[config.mk]
export PLATFORM = sky130hd
export DESIGN_NAME = uart_stim_tx
export DESIGN_NICKNAME = d
export VERILOG_FILES = /design/src/rtl/uart_pkg.sv /design/src/rtl/uart_sync_fifo.sv /design/src/rtl/uart_stim_tx.sv
export SDC_FILE = /design/constraint.sdc
export NUM_CORES = 1
export LEC_CHECK = 0
export BUFFER_PORTS_ARGS = -buffer_cell sky130_fd_sc_hd__buf_4
export CAP_MARGIN = 20
export CORE_MARGIN = 3
export CORE_UTILIZATION = 43
export DETAILED_ROUTE_END_ITERATION = 10
export RECOVER_POWER = 25
export SYNTH_ARGS = -nofsm -noshare
export SYNTH_HDL_FRONTEND = slang
export SYNTH_SLANG_ARGS = --single-unit
[constraint.sdc]
create_clock -name clk -period 3.03 [get_ports clk]
set_input_delay 0.606 -clock clk [delete_from_list [all_inputs] [get_ports clk]]
set_output_delay 0.606 -clock clk [all_outputs]
set_load 0.005 [all_outputs]
[src/rtl/uart_pkg.sv]
// Shared definitions for the UART stimulus transmitter: state encoding,
// data width and the baud divisor helper.
package uart_pkg;

    localparam int unsigned UART_DATA_BITS = 8;

    typedef enum logic [1:0] {
        ST_IDLE  = 2'd0,
        ST_START = 2'd1,
        ST_DATA  = 2'd2,
        ST_STOP  = 2'd3
    } uart_state_e;

    // Clocks per bit, rounded to nearest.
    function automatic int unsigned uart_divisor(input int unsigned clk_hz,
                                                 input int unsigned baud);
        return (clk_hz + baud / 2) / baud;
    endfunction

endpackage

[src/rtl/uart_sync_fifo.sv]
// Synchronous first-word-fall-through FIFO with wrap-bit pointers.
// The empty flag is registered, so a write into an empty FIFO becomes visible one clock later.
module uart_sync_fifo
    import uart_pkg::*;
#(
    parameter int unsigned WIDTH = UART_DATA_BITS,
    parameter int unsigned DEPTH = 16
) (
    input  logic                     clk,
    input  logic                     rst_n,
    input  logic                     wr_en,
    input  logic [WIDTH-1:0]         wr_data,
    input  logic                     rd_en,
    output logic [WIDTH-1:0]         rd_data,
    output logic                     full,
    output logic                     empty,
    output logic [$clog2(DEPTH):0]   level
);

    localparam int unsigned AW = $clog2(DEPTH);
    localparam int unsigned PW = AW + 1;

    if ((DEPTH < 2) || ((DEPTH & (DEPTH - 1)) != 0)) begin : g_bad_depth
        $error("uart_sync_fifo: DEPTH must be a power of 2 and at least 2");
    end

    logic [WIDTH-1:0] mem_q [DEPTH];
    logic [PW-1:0]    wr_ptr_q, wr_ptr_d;
    logic [PW-1:0]    rd_ptr_q, rd_ptr_d;
    logic             empty_q, empty_d;
    logic             ptr_equal;
    logic             do_wr, do_rd;

    assign ptr_equal = (wr_ptr_q == rd_ptr_q);
    assign full      = (wr_ptr_q[AW] != rd_ptr_q[AW]) &&
                       (wr_ptr_q[AW-1:0] == rd_ptr_q[AW-1:0]);
    assign do_wr     = wr_en & ~full;
    assign do_rd     = rd_en & ~ptr_equal;

    always_comb begin
        wr_ptr_d = wr_ptr_q + PW'(do_wr);
        rd_ptr_d = rd_ptr_q + PW'(do_rd);
        empty_d  = ptr_equal;
    end

    always_ff @(posedge clk or negedge rst_n) begin
        if (!rst_n) begin
            wr_ptr_q <= '0;
            rd_ptr_q <= '0;
            empty_q  <= 1'b1;
        end else begin
            wr_ptr_q <= wr_ptr_d;
            rd_ptr_q <= rd_ptr_d;
            empty_q  <= empty_d;
        end
    end

    always_ff @(posedge clk) begin
        if (do_wr) begin
            mem_q[wr_ptr_q[AW-1:0]] <= wr_data;
        end
    end

    assign rd_data = mem_q[rd_ptr_q[AW-1:0]];
    assign empty   = empty_q;
    assign level   = wr_ptr_q - rd_ptr_q;

endmodule

[src/rtl/uart_stim_tx.sv]
// 8N1 UART transmitter fed by a byte FIFO; o_tx comes straight from a flop
// and frames queue back to back with no idle gap.
module uart_stim_tx
    import uart_pkg::*;
#(
    parameter int unsigned CLK_FREQ_HZ = 50_000_000,
    parameter int unsigned BAUD        = 115200,
    parameter int unsigned FIFO_DEPTH  = 16,
    parameter int unsigned STOP_BITS   = 1
) (
    input  logic                          clk,
    input  logic                          rst_n,
    input  logic [7:0]                    i_data,
    input  logic                          i_valid,
    output logic                          o_ready,
    output logic                          o_tx,
    output logic                          o_busy,
    output logic [$clog2(FIFO_DEPTH):0]   o_level
);

    localparam int unsigned DIVISOR = uart_divisor(CLK_FREQ_HZ, BAUD);
    localparam int unsigned CNT_W   = $clog2(DIVISOR);
    localparam int unsigned BIT_W   = $clog2(UART_DATA_BITS);

    if (DIVISOR < 4) begin : g_bad_divisor
        $error("uart_stim_tx: baud divisor must be at least 4");
    end
    if ((STOP_BITS != 1) && (STOP_BITS != 2)) begin : g_bad_stop
        $error("uart_stim_tx: STOP_BITS must be 1 or 2");
    end

    uart_state_e                state_q, state_d;
    logic [CNT_W-1:0]           baud_cnt_q, baud_cnt_d;
    logic [BIT_W-1:0]           bit_idx_q, bit_idx_d;
    logic [UART_DATA_BITS-1:0]  shreg_q, shreg_d;
    logic                       tx_q, tx_d;
    logic                       ready_en_q;
    logic                       baud_done;
    logic                       pop;

    logic [UART_DATA_BITS-1:0]  fifo_rd_data;
    logic                       fifo_full;
    logic                       fifo_empty;

    // Held low through reset so nothing is accepted until the first edge after release.
    assign o_ready = ready_en_q & ~fifo_full;

    uart_sync_fifo #(
        .WIDTH (UART_DATA_BITS),
        .DEPTH (FIFO_DEPTH)
    ) u_fifo (
        .clk     (clk),
        .rst_n   (rst_n),
        .wr_en   (i_valid & o_ready),
        .wr_data (i_data),
        .rd_en   (pop),
        .rd_data (fifo_rd_data),
        .full    (fifo_full),
        .empty   (fifo_empty),
        .level   (o_level)
    );

    assign baud_done = (baud_cnt_q == CNT_W'(DIVISOR - 1));

    always_comb begin
        state_d    = state_q;
        baud_cnt_d = baud_cnt_q;
        bit_idx_d  = bit_idx_q;
        shreg_d    = shreg_q;
        tx_d       = tx_q;
        pop        = 1'b0;

        if (state_q != ST_IDLE) begin
            baud_cnt_d = baud_done ? '0 : baud_cnt_q + CNT_W'(1);
        end

        case (state_q)
            ST_IDLE: begin
                tx_d = 1'b1;
                if (!fifo_empty) begin
                    pop        = 1'b1;
                    shreg_d    = fifo_rd_data;
                    baud_cnt_d = '0;
                    state_d    = ST_START;
                    tx_d       = 1'b0;
                end
            end
            ST_START: begin
                if (baud_done) begin
                    bit_idx_d = '0;
                    state_d   = ST_DATA;
                    tx_d      = shreg_q[0];
                end
            end
            ST_DATA: begin
                if (baud_done) begin
                    if (bit_idx_q == BIT_W'(UART_DATA_BITS - 1)) begin
                        bit_idx_d = '0;
                        state_d   = ST_STOP;
                        tx_d      = 1'b1;
                    end else begin
                        bit_idx_d = bit_idx_q + BIT_W'(1);
                        shreg_d   = {1'b0, shreg_q[UART_DATA_BITS-1:1]};
                        tx_d      = shreg_q[1];
                    end
                end
            end
            ST_STOP: begin
                if (baud_done) begin
                    if (bit_idx_q == BIT_W'(STOP_BITS - 1)) begin
                        // Chain straight into the next start bit when more data is queued.
                        if (!fifo_empty) begin
                            pop     = 1'b1;
                            shreg_d = fifo_rd_data;
                            state_d = ST_START;
                            tx_d    = 1'b0;
                        end else begin
                            state_d = ST_IDLE;
                            tx_d    = 1'b1;
                        end
                    end else begin
                        bit_idx_d = bit_idx_q + BIT_W'(1);
                    end
                end
            end
            default: begin
                state_d = ST_IDLE;
                tx_d    = 1'b1;
            end
        endcase
    end

    always_ff @(posedge clk or negedge rst_n) begin
        if (!rst_n) begin
            state_q    <= ST_IDLE;
            baud_cnt_q <= '0;
            bit_idx_q  <= '0;
            shreg_q    <= '0;
            tx_q       <= 1'b1;
            ready_en_q <= 1'b0;
        end else begin
            state_q    <= state_d;
            baud_cnt_q <= baud_cnt_d;
            bit_idx_q  <= bit_idx_d;
            shreg_q    <= shreg_d;
            tx_q       <= tx_d;
            ready_en_q <= 1'b1;
        end
    end

    assign o_tx   = tx_q;
    assign o_busy = (state_q != ST_IDLE) | ~fifo_empty;

endmodule

==> After elaboration in Yosys (flattened, before gate mapping) <==
Memories as Yosys holds them, arrays and structs flattened.
Cells that the tools add are included.
{ "op_classes": {"n_eq_ne": 16, "reduce_logical": 10, "add_sub_neg": 5, "n_bitwise": 8, "mux": 37} }
{ "op_table": {"columns": ["cell", "count"], "rows": [
  ["8-bit two-way mux", 5],
  ["9-bit two-way mux", 4],
  ["8-bit case mux with 3 select lines", 1],
  ["2-bit inequality test (second input constant)", 8],
  ["3-bit two-way mux", 5],
  ["1-bit two-way mux", 12],
  ["2-bit two-way mux", 6],
  ["5-bit by 1-bit adder with 5-bit output", 2],
  ["5-bit AND reduction", 2],
  ["9-bit by 1-bit adder with 9-bit output (second input constant)", 1],
  ["9-bit equality test (second input constant)", 1],
  ["3-bit case mux with 3 select lines", 1],
  ["2-bit case mux with 4 select lines", 1],
  ["6-bit AND reduction", 1],
  ["3-bit nonzero test", 2],
  ["5-bit equality test", 1],
  ["5-bit subtractor", 1],
  ["1-bit bitwise AND", 4],
  ["2-bit equality test (second input constant)", 2],
  ["4-bit equality test", 1],
  ["1-bit case mux with 4 select lines", 1],
  ["4-bit AND reduction", 1],
  ["3-bit by 1-bit adder with 3-bit output (second input constant)", 1],
  ["3-bit equality test (second input constant)", 1],
  ["other kinds (9)", 11]
]} }
{ "word_totals": {"inputBits": 11, "wordCells": 86, "out_inout_bits": 8, "memories": 1, "ff_bits": 35, "ramBits": 128} }
{ "mem_list": {"columns": ["name", "depth", "word_bits", "read_ports", "rd_clocked_by_memory_dff", "wr", "line", "text"], "rows": [
  ["u_fifo.mem_q", 16, 8, 1, 0, 1, "uart_sync_fifo.sv:27", "logic [WIDTH-1:0] mem_q [DEPTH];"]
]} }

==> Longest topological paths before layout <==
{ "logic_depth": {"ltp_word": 8, "mapped_depth": 11, "mapped_depth_nobuf": 10} }

==> Modules after synthesis <==
A second synthesis with hierarchy kept.
{ "unflattened": {"cells_unflattened": 430, "area_unflattened_um2": 7211.9} }
{ "modules_own_cells": {"columns": ["mod", "area_per_inst_um2", "seq_area_each_um2", "cells_per_inst", "instances"], "rows": [
  ["uart_sync_fifo", 5689.2, 4120.2, 293, 1],
  ["uart_stim_tx", 1522.7, 601.8, 137, 1]
]} }

==> Worst setup path before layout <==
OpenSTA, ideal clock, no wires.
{ "synth_timing": {"path_kind": "flip-flop to flip-flop", "start": "register u_fifo.rd_ptr_q[1]", "end": "memory u_fifo.mem_q[3][0] in the netlist's numbering (enable)", "setup_slack_ns": 0.279, "synth_period_minus_slack_ns": 2.751, "path_stages_with_launch": 10, "setup_ns": 0.383, "arrival_time_ns": 2.367, "required_ns": 2.647, "path_buffers": 2, "cell_sequence": "dfrtp_1 -> clkbuf_1 -> inv_1 -> ha_1 -> nand4_1 -> nand2b_1 -> and3_1 -> clkbuf_1 -> nand3_1 -> nor3_1"} }
{ "synth_via": {"elab_chain_len": 8} }
{ "synth_lines": {"columns": ["element", "line", "text"], "rows": [
  ["start: declaration", "uart_sync_fifo.sv:29", "logic [PW-1:0] rd_ptr_q, rd_ptr_d;"],
  ["start signal: assignment", "uart_sync_fifo.sv:53", "rd_ptr_q <= rd_ptr_d;"],
  ["4-bit equality test *", "uart_sync_fifo.sv:36", "(wr_ptr_q[AW-1:0] == rd_ptr_q[AW-1:0]);"],
  ["1-bit logical AND *", "uart_sync_fifo.sv:35", "assign full = (wr_ptr_q[AW] != rd_ptr_q[AW]) &&"],
  ["1-bit inverter *", "uart_sync_fifo.sv:37, uart_stim_tx.sv:46", null],
  ["1-bit bitwise AND", "uart_stim_tx.sv:46", "assign o_ready = ready_en_q & ~fifo_full;"],
  ["1-bit bitwise AND", "uart_stim_tx.sv:54", ".wr_en (i_valid & o_ready),"],
  ["1-bit bitwise AND *", "uart_sync_fifo.sv:37", "assign do_wr = wr_en & ~full;"],
  ["1-bit two-way mux *", "uart_sync_fifo.sv:59", "if (do_wr) begin"],
  ["1-bit two-way mux (not written as such) *", "uart_sync_fifo.sv:60", "mem_q[wr_ptr_q[AW-1:0]] <= wr_data;"],
  ["end: declaration", "uart_sync_fifo.sv:27", null]
]} }
Mark *: on every way between the ends. The rest lies on a longest branch, timed or not.

==> Worst setup path after layout <==
{ "layout_timing": {"start": "register u_fifo.rd_ptr_q[2]", "end": "output port o_level[4]"} }
{ "layout_via": {"elab_chain_len": 1} }
{ "layout_lines": {"columns": ["element", "line", "text"], "rows": [
  ["5-bit subtractor", "uart_sync_fifo.sv:66", "assign level = wr_ptr_q - rd_ptr_q;"],
  ["end: declaration", "uart_stim_tx.sv:18", "output logic [$clog2(FIFO_DEPTH):0] o_level"]
]} }
No other way between the ends.

==> flow_metrics.py <==
metrics = {
    "setup_path": {
        "arrival_ps": 2120,
        "slowest_stage": "dfrtp_1",
        "crit_chain": "inv_1 -> ha_1 -> a21o_1 -> a21oi_1 -> xor2_1 -> buf_4",
        "critical_path_required_ps": 2420,
        "startpoint": "u_fifo.rd_ptr_q[2]",
        "reg2reg_depth": 8,
        "timing.rr.start": "u_fifo.rd_ptr_q[2]",
        "startpoint_type": "flop",
        "worstReg2RegEnd": "u_fifo.mem_q[3][1]",
        "r2r_setup_slack_ps": 540,
        "cp_max_fo": 11,
        "end_kind": "output pin",
        "critical_path_class": "flop to output pin",
        "cpPeakStageDelay_ps": 590,
    },
    "yosys": {
        "synth_common_cells": "edfxtp_1 (128), dfrtp_1 (33), mux4_2 (26), nor2_1 (20)",
        "ys_ff_latch": 163,
        "synth.most_common_cell": "edfxtp_1",
        "avgSynthCellArea_um2": 16.3,
        "synth_area_leader_cell": "edfxtp_1",
        "seq_area_frac_synth": 0.686,
        "synth_top_family_by_area": "multiplexers",
        "synth-simple-area-share": 0.0571,
        "syn_area_um2": 6880,
        "ys.warnings.count": 0,
        "async_reset_ff_frac": 0.215,
        "synth-edff-count": 128,
        "synthTopCellsByArea": "edfxtp_1 (56%), dfrtp_1 (12%), mux4_2 (8.5%), ha_1 (3.3%), mux2i_1 (2.0%)",
        "synth_top_area_frac": 0.559,
        "synth_cell_types": 46,
        "synth-compound-area-share": 0.0645,
        "ys_dominant_reg_cell": "edfxtp_1",
        "yosys.area_share.adder": 0.0356,
        "muxShareOfSynthArea": 0.121,
        "syn_nets": 453,
        "synth_xor_area_frac": 0.0127,
        "synthCells": 423,
    },
    "floorplan": {
        "coreArea_um2": 15400,
        "chipHeight_um": 133,
        "start_util": 0.446,
        "die_width_um": 133,
        "io_pins": 19,
        "dieArea_um2": 17600,
        "rows": 45,
    },
    "power_and_ir_drop": {
        "pwr-share-clk": 0.411,
        "peakVddDrop_uv": 416,
        "p_int_mw": 3.94,
        "switching_power_mw": 1.32,
        "power_mw": 5.26,
        "pwr-share-seq": 0.501,
        "swShare": 0.252,
        "p_comb_frac": 0.088,
        "p_leak_nw": 2.77,
        "powerDensity_nw_per_um2": 665,
    },
    "drt": {
        "wl_per_cell_um": 19.9,
        "via_per_inst": 5.43,
        "ant_nets": 0,
        "routed_wl_um": 13700,
        "firstDrtPassIters": 4,
        "drc": 0,
        "num_vias": 3727,
        "drt-initial-drc-count": 272,
    },
    "final_layout": {
        "area_growth_pct": 15.0,
        "post-route-util": 0.513,
        "final_layout_size_suffix_gt1_frac": 0.202,
        "n_antenna_cell": 0,
        "regArea_um2": 4720,
        "multi_input_area_um2": 2000,
        "nFillCells": 1296,
        "instances_no_fill": 687,
        "final_nets": 493,
    },
    "sta": {
        "worst_pin_slew_ps": 1950,
        "final_hold_viol_count": 0,
        "setup_tns_ps": 0,
        "setup_viol": 0,
        "post-route-period-util": 0.901,
        "grt_setup_unrepaired": "false",
        "maxSlewViolCount": 36,
        "period_minus_slack_ps": 2730,
        "slew_headroom": -0.300,
        "max_freq_mhz": 366,
        "finClkSkew_ps": 10.5,
        "fin_ws_ps": 299,
    },
    "grt": {
        "gr-total-overflow": 0,
        "grt_pass1_vias": 3831,
        "grt_max_degree": 36,
        "antenna_found_initial": 0,
        "grt_use_total": 0.165,
        "grt_first_pass_wirelength_um": 21900,
    },
    "clock_network": {
        "holdBufCountCts": 0,
        "cts_tree": "yes",
        "clkTransAtPathRegs_ps": 70,
        "cts_buffers": 17,
        "clock_latency_ps": 430,
        "clk_path_buf_depth": 2,
        "postCtsSetupBuffers": 0,
        "root_buffer": "clkbuf_16",
        "cts_resized": 0,
        "clock_sinks": 163,
        "h-tree-depth": 4,
    },
    "worst_hold_path": {
        "min_to": "baud_cnt_q[8]",
        "hold_depth": 1,
        "hp-start": "baud_cnt_q[8]",
        "hold_class": "flop to flop",
    },
    "run_status": {
        "violations": "max-capacitance violations, max-slew violations",
        "status": "finished with violations",
    },
    "place": {
        "dp_hpwl_um": 9210,
        "portBuffers": 18,
        "dpl.cell_count": 655,
        "dp_slack_ps": 531,
        "gp_congestion": 0.823,
    },
    "job": {
        "drv_cap": 1,
    },
}
flip-flops by register name (all words and copies together), names as in the netlist:
register	count
baud_cnt_q	9
bit_idx_q	3
o_tx	1
ready_en_q	1
shreg_q	8
state_q	2
u_fifo.empty	1
u_fifo.mem_q	128
u_fifo.rd_ptr_q	5
u_fifo.wr_ptr_q	5
stage by stage:
stage | hold slack [ps] | cell area [um2]
4_1_cts | 126 | 7940
6_report | 487 | 7910
2_1_floorplan | 310 | 6880
3_5_place_dp | 477 | 7340
5_1_grt | 505 | 7910
3_3_place_gp | 478 | 7340
layer usage:
layer,wire length [um],global-route usage,up-vias
li1,-,-,1729
met1,6010,0.218,1901
met2,6950,0.271,83
met3,550,0.0357,14
met4,184,0.0635,0
met5,0,0,-
cells in the final DEF, fill, tap and decap left out, types with 14 or more instances in the layout:
cell       count
edfxtp_1     128
clkbuf_16     17
nor2_1        20
mux4_2        26
dfrtp_1       32
o21ai_0       19
ha_1          18
mux2i_1       14
inv_1         19
nand3_1       15
buf_4         29
worst max-delay path by stage:
stage / to / slack (ps) / cells past startpoint
6_report: o_level[4] / 300 / 6
3_3_place_gp: u_fifo.mem_q[2][5] / 530 / 8
5_1_grt: o_level[4] / 190 / 6
2_1_floorplan: u_fifo.mem_q[3][0] / 280 / 9
3_5_place_dp: u_fifo.mem_q[3][1] / 530 / 8
4_1_cts: o_level[4] / 240 / 6
cell families (layout without fill, tap and decap cells):
logic type / after synthesis / in the layout
and+or+nand+nor: 77 / 77
xor gates and xnor gates: 10 / 10
buffers and inverters: 35 / 88
adders and majority gates: 19 / 19
muxes: 49 / 49
other: 1 / 1
DFF: 163 / 163
AOI/OAI and AO/OA: 69 / 69
power groups by stage:
stage                     Sequential (mW)  Clock (mW)  Combinational, mW
after floorplan                      2.63           0              0.285
after global placement               2.68           0              0.462
after detailed placement             2.68           0              0.473
after CTS                            2.64        2.22              0.476
after global routing                 2.65        2.32              0.510
final                                2.64        2.16              0.460
critical path: cells and delay by family, from the launching register on:
kind / cells / cell delay (ps)
adder cells (fa/ha/maj): 1 / 360
AO/OA/AOI/OAI: 2 / 370
flip-flops: 1 / 590
buffers and inverters: 2 / 210
XOR/XNOR: 1 / 160
final cells by class:
type	instances	share of cell area
inverter	19	0.00901
multi-input combinational	225	0.253
sequential	163	0.597
clock inverter	15	0.0225
tap	211	0.0334
clock buffer	17	0.0538
timing repair buffer	37	0.0313
Note: power is estimated with default switching activity, not from simulation.
